==> src/rtl/edge_event_capture.sv <==
// Multi-channel input conditioner: synchroniser, glitch filter, edge qualification,
// stretched pulse, sticky flag and saturating event counter per channel.
module edge_event_capture #(
  parameter int CHANNELS      = 4,
  parameter int SYNC_STAGES   = 2,
  parameter int FILTER_CYCLES = 4,
  parameter int PULSE_WIDTH   = 1,
  parameter int CNT_W         = 8
) (
  input  logic                      clk,
  input  logic                      rst,
  input  logic [CHANNELS-1:0]       sig_in,
  input  logic [2*CHANNELS-1:0]     edge_mode,
  input  logic [CHANNELS-1:0]       sticky_clr,
  output logic [CHANNELS-1:0]       level_out,
  output logic [CHANNELS-1:0]       pulse_out,
  output logic [CHANNELS-1:0]       event_sticky,
  output logic                      event_any,
  output logic [CHANNELS*CNT_W-1:0] event_count
);

  localparam int FLT_W = $clog2(FILTER_CYCLES + 1);
  localparam int STR_W = $clog2(PULSE_WIDTH + 1);
  localparam logic [FLT_W-1:0] FLT_LAST = FLT_W'(FILTER_CYCLES - 1);
  localparam logic [STR_W-1:0] STR_LOAD = STR_W'(PULSE_WIDTH);
  localparam logic [CNT_W-1:0] CNT_MAX  = '1;

  logic [CHANNELS-1:0] sync_q [SYNC_STAGES];
  logic [CHANNELS-1:0] sync_d [SYNC_STAGES];
  logic [CHANNELS-1:0] s;

  logic [FLT_W-1:0]    flt_cnt_q [CHANNELS];
  logic [FLT_W-1:0]    flt_cnt_d [CHANNELS];
  logic [STR_W-1:0]    str_cnt_q [CHANNELS];
  logic [STR_W-1:0]    str_cnt_d [CHANNELS];
  logic [CNT_W-1:0]    evt_cnt_q [CHANNELS];
  logic [CNT_W-1:0]    evt_cnt_d [CHANNELS];

  logic [CHANNELS-1:0] level_q, level_d;
  logic [CHANNELS-1:0] pulse_q, pulse_d;
  logic [CHANNELS-1:0] sticky_q, sticky_d;
  logic [CHANNELS-1:0] toggle, qual;

  function automatic logic [CNT_W-1:0] sat_inc(input logic [CNT_W-1:0] v);
    return (v == CNT_MAX) ? v : v + CNT_W'(1);
  endfunction

  function automatic logic [STR_W-1:0] str_dec(input logic [STR_W-1:0] v);
    return (v == '0) ? v : v - STR_W'(1);
  endfunction

  assign s = sync_q[SYNC_STAGES-1];

  always_comb begin
    sync_d[0] = sig_in;
    for (int k = 1; k < SYNC_STAGES; k++) begin
      sync_d[k] = sync_q[k-1];
    end

    toggle   = '0;
    qual     = '0;
    level_d  = level_q;
    pulse_d  = '0;
    sticky_d = sticky_q;
    for (int c = 0; c < CHANNELS; c++) begin
      flt_cnt_d[c] = flt_cnt_q[c];
      str_cnt_d[c] = str_cnt_q[c];
      evt_cnt_d[c] = evt_cnt_q[c];

      // A synced change is accepted only after persisting FILTER_CYCLES edges
      toggle[c] = (s[c] != level_q[c]) && (flt_cnt_q[c] == FLT_LAST);
      if ((s[c] == level_q[c]) || toggle[c]) begin
        flt_cnt_d[c] = '0;
      end else begin
        flt_cnt_d[c] = flt_cnt_q[c] + FLT_W'(1);
      end
      level_d[c] = level_q[c] ^ toggle[c];

      // level_q=0 before the toggle means a rise, otherwise a fall
      qual[c] = toggle[c] && (level_q[c] ? edge_mode[2*c+1] : edge_mode[2*c]);

      str_cnt_d[c] = qual[c] ? STR_LOAD : str_dec(str_cnt_q[c]);
      pulse_d[c]   = (str_cnt_d[c] != '0);

      // A qualified edge wins over a same-cycle clear
      if (qual[c]) begin
        sticky_d[c]  = 1'b1;
        evt_cnt_d[c] = sticky_clr[c] ? CNT_W'(1) : sat_inc(evt_cnt_q[c]);
      end else if (sticky_clr[c]) begin
        sticky_d[c]  = 1'b0;
        evt_cnt_d[c] = '0;
      end
    end
  end

  always_ff @(posedge clk) begin
    if (!rst) begin
      for (int k = 0; k < SYNC_STAGES; k++) begin
        sync_q[k] <= '0;
      end
      for (int c = 0; c < CHANNELS; c++) begin
        flt_cnt_q[c] <= '0;
        str_cnt_q[c] <= '0;
        evt_cnt_q[c] <= '0;
      end
      level_q  <= '0;
      pulse_q  <= '0;
      sticky_q <= '0;
    end else begin
      for (int k = 0; k < SYNC_STAGES; k++) begin
        sync_q[k] <= sync_d[k];
      end
      for (int c = 0; c < CHANNELS; c++) begin
        flt_cnt_q[c] <= flt_cnt_d[c];
        str_cnt_q[c] <= str_cnt_d[c];
        evt_cnt_q[c] <= evt_cnt_d[c];
      end
      level_q  <= level_d;
      pulse_q  <= pulse_d;
      sticky_q <= sticky_d;
    end
  end

  assign level_out    = level_q;
  assign pulse_out    = pulse_q;
  assign event_sticky = sticky_q;
  assign event_any    = |sticky_q;

  for (genvar g = 0; g < CHANNELS; g++) begin : g_cnt
    assign event_count[CNT_W*g +: CNT_W] = evt_cnt_q[g];
  end

endmodule
==> config.mk <==
export PLATFORM = sky130hd
export DESIGN_NAME = edge_event_capture
export DESIGN_NICKNAME = d
export VERILOG_FILES = /design/src/rtl/edge_event_capture.sv
export SDC_FILE = /design/constraint.sdc
export NUM_CORES = 1
export LEC_CHECK = 0
export BUFFER_PORTS_ARGS = -buffer_cell sky130_fd_sc_hd__buf_2
export CAP_MARGIN = 20
export CELL_PAD_IN_SITES_DETAIL_PLACEMENT = 1
export CELL_PAD_IN_SITES_GLOBAL_PLACEMENT = 1
export CORE_ASPECT_RATIO = 0.75
export CORE_MARGIN = 5
export CORE_UTILIZATION = 40
export DETAILED_ROUTE_END_ITERATION = 16
export PLACE_DENSITY_LB_ADDON = 0.1
export SLEW_MARGIN = 10
export SYNTH_ARGS = -nofsm -noshare
export SYNTH_HDL_FRONTEND = slang
export SYNTH_SLANG_ARGS = --single-unit
==> constraint.sdc <==
create_clock -name clk -period 2.15 [get_ports clk]
set_input_delay 0.43 -clock clk [delete_from_list [all_inputs] [get_ports clk]]
set_output_delay 0.43 -clock clk [all_outputs]
set_load 0.005 [all_outputs]
* Word-level counts from Yosys, hierarchy flattened
Memories as Yosys holds them, arrays and structs flattened. Cells that the tools add are included. Widths: inputs -> output; s select.
Word-level totals: output and inout bits 45, word-level logic and storage cells 129, memories kept 4, input bits 18, bits in writable memories 56, register bits after elaboration 12
Cells by class: mux-type cells 56, equality and inequality tests 16, $add $sub $neg 12, bitwise operators 18, reductions and logical operators 17
Memory list:
- evt_cnt_q | words 4, width 8, read ports 4, clocked after Yosys merged registers in 0, wr ports 4, line 36 | logic [CNT_W-1:0] evt_cnt_q [CHANNELS];
- flt_cnt_q | words 4, width 3, read ports 4, clocked after Yosys merged registers in 0, wr ports 4, line 32 | logic [FLT_W-1:0] flt_cnt_q [CHANNELS];
- sync_q | words 2, width 4, read ports 2, clocked after Yosys merged registers in 0, wr ports 2, line 28 | logic [CHANNELS-1:0] sync_q [SYNC_STAGES];
- str_cnt_q | words 4, width 1, read ports 4, clocked after Yosys merged registers in 0, wr ports 4, line 34 | logic [STR_W-1:0] str_cnt_q [CHANNELS];
Operator list (count):
- $mux 8 | 20
- $add 8x1->8 const B | 4
- $eq 8x8->1 const B | 4
- $mux 1 | 26
- $mux 3 | 8
- $or 1x1->1 | 14
- $add 3x1->3 const B | 4
- $eq 3x2->1 const B | 4
- $logic_and 1x1->1 | 8
- $mux 4 | 2
- $reduce_bool 2->1 | 4
- $eq 1x1->1 | 4
- $logic_or 1x1->1 | 4
- $ne 1x1->1 | 4
- $reduce_or 4->1 | 1
- $sub 1x1->1 const B | 4
- $xor 1x1->1 | 4

* Depth between registers and ports, before layout
depth after elaboration 5, gate-level depth with buffers 7, depth with buffers taken out 6

* Least setup slack after synthesis
OpenSTA, ideal clock, no wires.
path type register to register, start point memory flt_cnt_q[0][0] (netlist name), end point memory evt_cnt_q[0][7], required time 2.064 ns, buffers on the path 1, period minus slack after synthesis 1.731 ns, path slack 0.419 ns, cell stages (with the launch flop) 8, arrival time 1.645 ns, cell sequence dfxtp_1 ha_1 ha_1 and4b_1 a31oi_1 buf_2 nor4_1 a211oi_1
RTL lines (line):
- from (decl) | 32
- to (decl) | 36

==> insert_results.sql <==
INSERT INTO impl_metrics (metric_group, metric, value, unit) VALUES
('placed_design', 'dp_worst_setup_slack', '0.2515', 'ns'),
('placed_design', 'dp.final_hpwl', '5467', 'microns'),
('die', 'die_h', '83.67', 'microns'),
('die', 'num_io_pins', '63', ''),
('critical_path', 'worstPathRequired', '2.43', 'ns'),
('run_status', 'status', 'complete, no violations', ''),
('routing', 'ant_nets', '0', ''),
('global_route', 'grt_pass1_vias', '2601', ''),
('critical_path', 'worstSetupEndpointType', 'register', ''),
('critical_path', 'path_max_fanout', '14', ''),
('clocking', 'clk_latency', '0.35', 'ns'),
('die', 'die_width', '108.2', 'microns'),
('die', 'core', '6929', 'sq um'),
('yosys', 'mappedNetlistNets', '349', ''),
('sta', 'finalClockSkew', '0.009954', 'ns'),
('routing', 'detailedRoute.firstPassIterationCount', '4', ''),
('clocking', 'cell_at_the_root_of_the_clock_tree', 'sky130_fd_sc_hd__clkbuf_8', ''),
('global_route', 'global_route.peak_usage_layer', 'met2', ''),
('global_route', 'grt_usage', '17.07', '%'),
('global_route', 'global_route.overflow_total', '0', ''),
('yosys', 'post-synth-top-area-cell', 'sky130_fd_sc_hd__dfxtp_1', ''),
('critical_path', 'timing.setup.critical_path_class', 'reg -> reg', ''),
('clocking', 'cts_setup_buffers', '0', ''),
('yosys', 'synth-simple-area-share', '26.93', '%'),
('routing', 'drt-wirelength-per-cell', '14.60', 'microns'),
('clocking', 'path_clk_slew', '0.08', 'ns'),
('pwr', 'max_rail_drop_vdd', '0.0002550', 'V'),
('sta', 'hold_viol', '0', ''),
('yosys', 'ys_top_cells_by_area', 'sky130_fd_sc_hd__dfxtp_1, sky130_fd_sc_hd__ha_1, sky130_fd_sc_hd__nor2_1', ''),
('yosys', 'synthDominantCellAreaShare', '44.27', '%'),
('sta', 'timing.fmax', '0.5172', 'GHz'),
('routing', 'detailroute.via_count', '2599', ''),
('clocking', 'cts_repair_resize_count', '0', ''),
('finish', 'area_overhead_vs_synth', '21.44', '%'),
('clocking', 'postCtsHoldBufs', '0', ''),
('global_route', 'largest_net_degree_at_the_start_of_global_routing', '16', ''),
('sta', 'max_slew.worst_pin.slew', '0.4542', 'ns'),
('sta', 'timing.setup.tns', '0', 'ns'),
('routing', 'detailed_route_wire_length', '7200', 'microns'),
('clocking', 'numClockSinks', '64', ''),
('global_route', 'global_route.usage.met3', '5.878', '%'),
('yosys', 'yosys.cell_count.top_type', 'sky130_fd_sc_hd__dfxtp_1', ''),
('sta', 'fin_crit_sh', '89.93', '%'),
('yosys', 'yosys.area_share.xor_xnor', '1.211', '%'),
('yosys', 'yosys_register_bits', '64', ''),
('sta', 'period_minus_slack', '1.933', 'ns'),
('global_route', 'grt_first_pass_wirelength', '12510', 'microns'),
('routing', 'drc', '0', ''),
('yosys', 'ys_warn_count', '0', ''),
('yosys', 'ys_async_sr_fraction', '0', '%'),
('finish', 'finalNetCount', '420', ''),
('sta', 'setup_viol', '0', ''),
('pwr', 'leakagePower', '1.444', 'nW'),
('yosys', 'synth_fa_ha_area_share', '5.188', '%'),
('die', 'die-area', '9054', 'sq um'),
('global_route', 'grtUsageMet2', '27.88', '%'),
('global_route', 'globalRouteMet1Util', '21.56', '%'),
('global_route', 'initial_antenna_violation_count', '0', ''),
('finish', 'post-route-util', '50.72', '%'),
('placed_design', 'port-buffer-count', '62', ''),
('routing', 'detail_route.vias_per_cell', '5.272', ''),
('critical_path', 'worstSetupStartpointType', 'register', ''),
('die', 'placementRows', '26', ''),
('flow_run', 'max_cap_violations', '0', ''),
('sta', 'relSlewSlack', '69.61', '%'),
('critical_path', 'critPathArrivalTime', '2.21', 'ns'),
('finish', 'share_of_layout_cells_above_drive_strength_1', '23.80', '%'),
('clocking', 'numCtsBuffers', '9', ''),
('routing', 'initialDrtViolationCount', '60', ''),
('yosys', 'post_synth_inst_count', '319', ''),
('yosys', 'synth.lib_cells_used.distinct', '53', '');
registers in the layout, summed over array words and instances, names as in the netlist, named ones only:
register      cells
event_sticky      4
evt_cnt_q        32
flt_cnt_q        12
pulse_out         4
sync_q            8
critical path: stages, from the launching register on:
cell	delay, ns
sky130_fd_sc_hd__dfxtp_1	0.34
sky130_fd_sc_hd__ha_1	0.15
sky130_fd_sc_hd__ha_1	0.23
sky130_fd_sc_hd__and4b_1	0.24
sky130_fd_sc_hd__a31oi_1	0.05
sky130_fd_sc_hd__buf_4	0.19
sky130_fd_sc_hd__or4_1	0.50
sky130_fd_sc_hd__a21oi_1	0.15
power by group:
part            total, W  leakage [nW]  switching [W]  internal (W)
logic          0.0000660         0.832      0.0000376     0.0000284
clock network    0.00103        0.0952       0.000491      0.000534
registers        0.00120         0.518     0.00000650       0.00119
per-layer routing:
layer	vias to the layer above	routed length, microns	part of all wire [%]
met5	-	0	0
met4	0	48	0.67
met3	9	329	4.6
met2	46	3390	47
met1	1237	3431	48
li1	1307	-	-
layout by cell type (no fill, tap or decap), types with 3 or more instances in the layout:
master and count:
sky130_fd_sc_hd__a21oi_1 18, sky130_fd_sc_hd__nand4_1 6, sky130_fd_sc_hd__clkbuf_8 9, sky130_fd_sc_hd__mux2i_1 9, sky130_fd_sc_hd__and4_1 3, sky130_fd_sc_hd__nand3b_1 4, sky130_fd_sc_hd__ha_1 12, sky130_fd_sc_hd__nand2_1 20
sky130_fd_sc_hd__or4_1 6, sky130_fd_sc_hd__dfxtp_1 64, sky130_fd_sc_hd__xnor2_1 3, sky130_fd_sc_hd__o31ai_1 7, sky130_fd_sc_hd__nand3_1 15, sky130_fd_sc_hd__nand2b_1 8, sky130_fd_sc_hd__a31o_2 5, sky130_fd_sc_hd__a31oi_1 6
sky130_fd_sc_hd__or3_1 4, sky130_fd_sc_hd__or2_2 3, sky130_fd_sc_hd__and2_1 11, sky130_fd_sc_hd__nor2b_1 7, sky130_fd_sc_hd__nor2_1 33, sky130_fd_sc_hd__buf_2 62, sky130_fd_sc_hd__and4b_1 5, sky130_fd_sc_hd__inv_1 16
sky130_fd_sc_hd__o21ai_0 6, sky130_fd_sc_hd__nor3_1 8, sky130_fd_sc_hd__a211oi_1 6
path summary, 6_finish.rpt:
kind | end | start | slack (ns) | depth (start not counted)
max | evt_cnt_q[0][3] | flt_cnt_q[0][0] | 0.22 | 7
min reg2reg | flt_cnt_q[3][0] | flt_cnt_q[3][0] | 0.42 | 1
max reg2reg | evt_cnt_q[0][3] | flt_cnt_q[0][0] | 0.22 | 7
min | sync_q[0][1] | sig_in[1] | 0.28 | 2
per-stage QoR:
step | instances | cell area, sq um | hold WS, ns | total power, W
floorplan | 319 | 2894 | 0.3990 | 0.001262
detailed placement | 477 | 3318 | 0.4161 | 0.001296
finish | 493 | 3515 | 0.2835 | 0.002293
global placement | 477 | 3318 | 0.4060 | 0.001294
CTS | 493 | 3515 | 0.2688 | 0.002333
global route | 493 | 3515 | 0.2745 | 0.002392
layout make-up:
class	count	area (sq um)
Clock inverter	7	72.57
Timing Repair Buffer	64	325.3
Sequential cell	64	1281
Clock buffer	9	123.9
Inverter	17	63.81
Tap cell	98	122.6
Multi-Input combinational cell	234	1525
Fill cell	846	3415
logic make-up after synthesis:
kind of cell	after synthesis
and+or+nand+nor	141
AOI/OAI and AO/OA	68
DFF	64
buffers and inverters	21
adders and majority gates	12
muxes	9
xor gates and xnor gates	4
Note: power is estimated with default switching activity, not from simulation.
